## src/rtl/fuzzy_cmp_pkg.sv

```systemverilog
// Shared definitions for the fuzzy-datapath comparator blocks.
//   MODE_MIN / MODE_MAX : encoding of the per-sample min/max mode bit.
//   clog2               : ceiling log2, used to size index width and tree depth.
//   level_count         : number of entries held at a given tree level.
//   reg_offset          : position of a registered level inside the flat
//                         stage-register array of min_max_tree_pipe.
// The stage-entry record {value, index, mode, valid} depends on the WIDTH
// and IDX_W of each instance. A package cannot take parameters, so each
// module that stores entries declares that record locally with this field
// order.
package fuzzy_cmp_pkg;

  localparam logic MODE_MIN = 1'b0;
  localparam logic MODE_MAX = 1'b1;

  function automatic int clog2(input int n);
    int r;
    r = 0;
    while ((1 << r) < n) r++;
    return r;
  endfunction

  // ceil(n / 2^k)
  function automatic int level_count(input int n, input int k);
    return (n + (1 << k) - 1) >> k;
  endfunction

  // Levels 1..k-1 are packed back to back, so level k starts here.
  function automatic int reg_offset(input int n, input int k);
    int off;
    off = 0;
    for (int m = 1; m < k; m++) off += level_count(n, m);
    return off;
  endfunction

endpackage

```

## src/rtl/min_max_cell.sv

```systemverilog
// Combinational compare-select of two tree entries.
//   mode_i      : MODE_MIN selects the strictly smaller value, MODE_MAX the
//                 strictly larger one. The compare is unsigned.
//   a_*_i       : left (lower-index) operand; it wins every tie.
//   b_*_i       : right operand.
//   win_*_o     : value and index of the selected operand.
module min_max_cell
  import fuzzy_cmp_pkg::*;
#(
  parameter int WIDTH = 3,
  parameter int IDX_W = 3
) (
  input  logic             mode_i,
  input  logic [WIDTH-1:0] a_value_i,
  input  logic [IDX_W-1:0] a_index_i,
  input  logic [WIDTH-1:0] b_value_i,
  input  logic [IDX_W-1:0] b_index_i,
  output logic [WIDTH-1:0] win_value_o,
  output logic [IDX_W-1:0] win_index_o
);

  logic b_wins;

  // Only a strict improvement lets b win, which gives the tie to a.
  always_comb begin
    b_wins = 1'b0;
    case (mode_i)
      MODE_MIN: b_wins = (b_value_i < a_value_i);
      MODE_MAX: b_wins = (b_value_i > a_value_i);
      default:  b_wins = 1'b0;
    endcase
  end

  assign win_value_o = b_wins ? b_value_i : a_value_i;
  assign win_index_o = b_wins ? b_index_i : a_index_i;

endmodule

```

## src/rtl/min_max_tree_pipe.sv

```systemverilog
// Pipelined balanced binary min/max reduction of NUM_INPUTS unsigned operands.
//   clock, reset  : system clock; synchronous active-high reset clears every
//                   stage register. Reset has priority over io_start.
//   io_start      : advance enable. While low, every stage holds.
//   io_in_valid   : marks io_inputs as a real sample on an advancing cycle.
//   io_maxMin     : per-sample mode (0 = min, 1 = max).
//   io_inputs     : packed operands; operand i is io_inputs[i*WIDTH +: WIDTH].
//   io_result     : selected min or max value.
//   io_index      : lowest index among equal extrema.
//   io_out_valid  : the output stage holds a completed sample.
//   io_busy       : OR of all stage valid bits.
// Flow control: there is no back-pressure. A sample is accepted on every
// cycle with io_start=1. It is a real sample when io_in_valid=1 and a bubble
// otherwise. It leaves LEVELS advancing cycles later with io_out_valid set,
// and io_out_valid stays set for as long as the output stage holds it.
module min_max_tree_pipe
  import fuzzy_cmp_pkg::*;
#(
  parameter int NUM_INPUTS = 5,
  parameter int WIDTH      = 3
) (
  input  logic                              clock,
  input  logic                              reset,
  input  logic                              io_start,
  input  logic                              io_in_valid,
  input  logic                              io_maxMin,
  input  logic [NUM_INPUTS*WIDTH-1:0]       io_inputs,
  output logic [WIDTH-1:0]                  io_result,
  output logic [clog2(NUM_INPUTS)-1:0]      io_index,
  output logic                              io_out_valid,
  output logic                              io_busy
);

  localparam int IDX_W   = clog2(NUM_INPUTS);
  localparam int LEVELS  = clog2(NUM_INPUTS);
  // All registered levels 1..LEVELS, flattened into one array.
  localparam int REG_TOT = reg_offset(NUM_INPUTS, LEVELS + 1);

  typedef struct packed {
    logic [WIDTH-1:0] value;
    logic [IDX_W-1:0] index;
    logic             mode;
    logic             valid;
  } entry_t;

  // Level 0 is the unregistered input sample.
  entry_t in_ent [NUM_INPUTS];
  entry_t node_q [REG_TOT];

  for (genvar i = 0; i < NUM_INPUTS; i++) begin : g_in
    assign in_ent[i].value = io_inputs[i*WIDTH +: WIDTH];
    assign in_ent[i].index = IDX_W'(i);
    assign in_ent[i].mode  = io_maxMin;
    assign in_ent[i].valid = io_in_valid;
  end

  for (genvar k = 1; k <= LEVELS; k++) begin : g_lvl
    localparam int CNT  = level_count(NUM_INPUTS, k);
    localparam int PCNT = level_count(NUM_INPUTS, k - 1);
    localparam int OFF  = reg_offset(NUM_INPUTS, k);
    localparam int POFF = reg_offset(NUM_INPUTS, k - 1);

    for (genvar j = 0; j < CNT; j++) begin : g_ent
      entry_t left;
      entry_t node_d;

      if (k == 1) begin : g_left_in
        assign left = in_ent[2*j];
      end else begin : g_left_reg
        assign left = node_q[POFF + 2*j];
      end

      if (2*j + 1 < PCNT) begin : g_cmp
        entry_t           right;
        logic [WIDTH-1:0] win_value;
        logic [IDX_W-1:0] win_index;

        if (k == 1) begin : g_right_in
          assign right = in_ent[2*j + 1];
        end else begin : g_right_reg
          assign right = node_q[POFF + 2*j + 1];
        end

        // Every entry of a level carries the same mode and valid bits, so
        // the left entry supplies them for the next level.
        min_max_cell #(
          .WIDTH (WIDTH),
          .IDX_W (IDX_W)
        ) u_cell (
          .mode_i      (left.mode),
          .a_value_i   (left.value),
          .a_index_i   (left.index),
          .b_value_i   (right.value),
          .b_index_i   (right.index),
          .win_value_o (win_value),
          .win_index_o (win_index)
        );

        assign node_d.value = win_value;
        assign node_d.index = win_index;
        assign node_d.mode  = left.mode;
        assign node_d.valid = left.valid;
      end else begin : g_pass
        // An odd last entry is only delayed, so every path has the same latency.
        assign node_d = left;
      end

      always_ff @(posedge clock) begin
        if (reset) begin
          node_q[OFF + j] <= '0;
        end else if (io_start) begin
          node_q[OFF + j] <= node_d;
        end
      end
    end
  end

  always_comb begin
    io_busy = 1'b0;
    for (int i = 0; i < REG_TOT; i++) io_busy = io_busy | node_q[i].valid;
  end

  // The last level holds exactly one entry, stored at the end of the array.
  assign io_result    = node_q[REG_TOT-1].value;
  assign io_index     = node_q[REG_TOT-1].index;
  assign io_out_valid = node_q[REG_TOT-1].valid;

endmodule

```

## config.mk

```make
export PLATFORM = sky130hd
export DESIGN_NAME = min_max_tree_pipe
export DESIGN_NICKNAME = d
export VERILOG_FILES = /design/src/rtl/fuzzy_cmp_pkg.sv /design/src/rtl/min_max_cell.sv /design/src/rtl/min_max_tree_pipe.sv
export SDC_FILE = /design/constraint.sdc
export NUM_CORES = 1
export LEC_CHECK = 0
export CORE_UTILIZATION = 55
export DETAILED_ROUTE_END_ITERATION = 16
export PLACE_DENSITY_LB_ADDON = 0.25
export SYNTH_ARGS = -nofsm -noshare
export SYNTH_HDL_FRONTEND = slang
export SYNTH_HIERARCHICAL = 1
export SYNTH_SLANG_ARGS = --single-unit
```

## constraint.sdc

```tcl
create_clock -name clock -period 3 [get_ports clock]
set_clock_uncertainty 0.05 [all_clocks]
set_input_delay 0.6 -clock clock [delete_from_list [all_inputs] [get_ports clock]]
set_output_delay 0.6 -clock clock [all_outputs]
set_load 0.05 [all_outputs]
```

# After elaboration in Yosys (flattened, before gate mapping)
# Memories as Yosys holds them, arrays and structs flattened.
# Cells that the tools add are included.
totals:
  reg_bits: 0
  ram_bits: 48
  input_bits: 20
  out_inout_bits: 8
  word_cells: 46
  n_memories: 1
memory_table:
  columns: ["memory", "depth", "word_bits", "read_ports", "rd_ports_with_merged_regs", "wr", "line_no", "source"]
  rows:
  - ["node_q", 6, 8, 6, 0, 6, "min_max_tree_pipe.sv:48", "entry_t node_q [REG_TOT];"]
op_classes:
  magnitude_cmp: 8
  n_mux: 23
  bitwise_logic: 14
op_table:
  columns: ["cell", "count"]
  rows:
  - ["$mux W8", 6]
  - ["$mux W3", 6]
  - ["$gt A3 B3 Y1", 4]
  - ["$lt A3 B3 Y1", 4]
  - ["$or A1 B1 Y1", 11]
  - ["$pmux W1 S2", 4]
  - ["$mux W1", 7]
  - ["$not A1 Y1", 3]

# Longest topological paths before layout
# An unclocked memory read counts as a cell.
depth:
  ltp_word: 6
  depth_mapped: 7
  ltp_nobuf: 7

# Hierarchy
# Netlist, hierarchy kept.
by_module_without_submodules:
  columns: ["mod", "instances", "cells_per_inst", "area_each_um2", "seq_area_each_um2"]
  rows:
  - ["min_max_tree_pipe", 1, 86, 1526.5, 1111.1]
  - ["min_max_cell", 4, 18, 165.2, 0.0]

# Worst setup path before layout
# No wires, ideal clock.
synth_path:
  path_type: "in2reg"
  start: "input io_inputs[8]"
  end: "memory node_q[0][15] (netlist bit), data pin"
  setup_time_ns: 0.255
  t_arrival_ns: 1.964
  required_ns: 2.695
  path_slack_ns: 0.731
  cell_stages: 7
  path_buffers: 0
  path_cell_list: "inv_1 ha_1 nand2_1 o21ai_2 mux2i_4 mux2_2 and3b_1"
synth_rtl:
  columns: ["element", "line_no", "source"]
  rows:
  - ["start, declared", "min_max_tree_pipe.sv:27", "input logic [NUM_INPUTS*WIDTH-1:0] io_inputs,"]
  - ["end, declared", "min_max_tree_pipe.sv:48", null]

==> key figures <==
Run status
  – Run status: complete, no violations

Pwr
  – IR Drop Worst-Case VDD: 343 uV
  – Static power due to leakage: 1.18 nW
  – P per Cell Area: 486 mW/mm2

Cells and area
  – Nets: 231
  – Highest-count cells in the layout ignoring fill and taps: 37 x edfxtp_1, 36 x and3b_1, 27 x clkdlybuf4s50_1
  – Area growth, synth to finish: 18.5%
  – Antenna Diode Count: 0
  – Commonest non-fill, non-tap cell in the layout: edfxtp_1
  – Flip-flop count of the largest register, all copies and words added: 37
  – Most flop-heavy register: node_q
  – Top Registers: node_q (37)
  – Final Util: 69.2%
  – Fraction of layout instances using a drive strength above 1: 14.0%
  – Non-filler instance count after layout: 248

Synthesis
  – Share of synthesized area occupied by flip-flops and latches: 50.8%
  – Number of synthesized register bits: 37
  – Number of distinct library cells after synthesis: 18
  – Synthesized area per cell: 13.8 um2
  – Synthesized instance count: 158
  – Mapped Area: 0.00219 mm2
  – Warning count from the yosys run: 6

Min path
  – Hold path depth: 1
  – Class of the most critical hold timing path: flop to flop
  – Hold path startpoint: node_q[1][5]
  – Hold Crit Endpoint: node_q[2][5]

STA
  – Final Cycle Share: 87.1%
  – Maximum frequency from static timing analysis: 0.383 GHz
  – Normalized max-slew margin: 66.6%
  – Final total negative setup slack: 0 ns
  – Pins over their slew limit: 0
  – Fin Hold WS: 0.508 ns
  – Worst-case setup margin in the final layout: 0.387 ns
  – Setup repair after global routing missed its margin: false
  – Minimum period implied by the final worst setup slack: 2.61 ns
  – Number of failing setup endpoints in the final timing report: 0
  – Least-Margin Pin Slew: 0.499 ns
  – Final hold violation count: 0

Clock network
  – Total of hold buffers inserted after clock tree synthesis: 0
  – Clock transition time at the flip-flop clock pins of the worst setup and hold paths: 0.07 ns
  – Clock buffer count from CTS: 5
  – Buffer type at the clock tree root: clkbuf_8
  – Clock insertion delay at the later pin of the skew report: 0.29 ns
  – Number of sinks handled by clock tree synthesis: 37
  – Buffers inserted by post-CTS timing repair: 0
  – Max H-tree Level: 2
  – Max Root-Sink Buffers: 2
  – # resized after CTS: 0
  – Clock tree from TritonCTS: built

Worst setup path
  – Critical Path Sink Type: flop
  – R2R setup slack: 0.77 ns
  – Delay contributed by the slowest stage of the critical path: 0.48 ns
  – Endpoint of the worst register-to-register path: node_q[2][10]
  – CP startpoint kind: input pin
  – Critical path, cell by cell: clkdlybuf4s50_1 > inv_1 > ha_1 > nand2_1 > o21ai_2 > mux2i_4 > mux2_2 > and3b_1
  – Cell depth of the worst flop-to-flop path: 6
  – Crit Path Class: input pin to flop
  – Highest fanout seen on the critical path: 6
  – Worst EP required: 3.00 ns
  – Buffers & Inverters on Critical Path: 2
  – Largest delay contributor family on the critical path: multiplexers
  – Worst r2r src: node_q[2][7]
  – Arrival @ worst endpoint: 2.61 ns
  – Cell type of the slowest stage on the worst timing path: clkdlybuf4s50_1

Floorplanning
  – Y dimension of the die: 65.1 um
  – Placeable core region: 0.00374 mm2
  – Initial core utilization: 58.4%
  – Number of placement rows: 22
  – Die outline width: 65.1 um
  – Boundary Pins: 28
  – Die ar.: 0.00423 mm2

Place
  – Post-placement cell count: 240
  – Global placement routability congestion: 0.771
  – Minimum setup slack after placement: 0.0886 ns
  – Detailed placement HPWL: 2.46 mm
  – Port Buffer Count: 27

GRT
  – Largest net degree at the start of global routing: 38
  – Global-route track usage on met3: 4.75%
  – Met1 routing resource usage after global routing: 22.7%
  – Global-route track usage on met2: 32.2%
  – First-pass GRT wire length: 5.84 mm
  – Overall overflow remaining after global route: 0
  – Busiest metal layer after global routing: met2
  – Initial antenna violation count: 0
  – Total global-route track usage: 19.0%
  – Number of global-route vias before repair: 1,274

Routing
  – Iteration-0 DRC count of the detailed router: 36
  – Number of nets with antenna violations after detailed routing: 0
  – Sum of routed wire length over all layers: 3.54 mm
  – Overall via count from detail_route: 1,299
  – DRC violations left: 0
  – Number of optimization iterations in the first detailed-route pass: 4
  – Via density per instance: 5.24
  – Avg WL per Cell: 14.3 um

Job
  – Max_cap viols: 0
final cells by class:
type | count | area, um2
clock buffer | 8 | 80.1
sequential | 37 | 1110
fill | 296 | 1150
timing repair buffer | 30 | 293
inverter | 12 | 45.0
multi-input combinational | 113 | 1000
tap | 48 | 60.1
power by group:
part,internal [mW],switching [mW]
Clock,0.165,0.160
Sequential,0.618,0.0173
Combinational,0.150,0.149
Total,0.933,0.326
how the worst max path moves through the flow:
stage | startpoint | end | slack, ns | cells after the start
3_3_place_gp | io_inputs[8] | node_q[0][13] | 0.13 | 8
5_1_grt | io_inputs[2] | node_q[0][7] | 0.29 | 8
6_report | io_inputs[2] | node_q[0][7] | 0.39 | 8
4_1_cts | io_inputs[2] | node_q[0][7] | 0.38 | 8
2_1_floorplan | io_inputs[8] | node_q[0][15] | 0.73 | 7
3_5_place_dp | io_inputs[8] | node_q[0][15] | 0.09 | 8
per-stage QoR:
step	total power, mW	instance area [um2]
floorplan	0.865	2230
global placement	0.929	2510
detailed placement	0.944	2510
CTS	1.27	2590
global route	1.31	2590
finish	1.26	2590
metal layers:
layer	vias to the layer above	part of all wire [%]	routed length, um
met5	-	0	0
met3	5	1.9	67
met4	0	1.0	37
met2	12	54	1920
met1	635	43	1510
li1	647	-	-
cells by family after synthesis:
kind of cell / synth area share (%)
other: 0.343
muxes: 16.5
AOI/OAI and AO/OA: 2.52
DFF: 50.8
and+or+nand+nor: 17.6
adders and majority gates: 6.86
buffers and inverters: 5.43
synthesized netlist by cell type:
master,number,share of area (%)
ha_1,12,6.9
or2_1,1,0.29
o21ai_2,4,1.6
mux2i_4,4,4.1
inv_1,12,2.1
nor2b_1,1,0.29
mux2_1,12,6.2
buf_6,5,2.6
buf_2,2,0.46
or3_1,1,0.29
a21oi_1,4,0.92
conb_1,2,0.34
nand2_1,8,1.4
and3b_1,36,14
buf_4,1,0.34
nand3_1,4,0.92
mux2_2,12,6.2
edfxtp_1,37,51
Note: power is estimated with default switching activity, not from simulation.
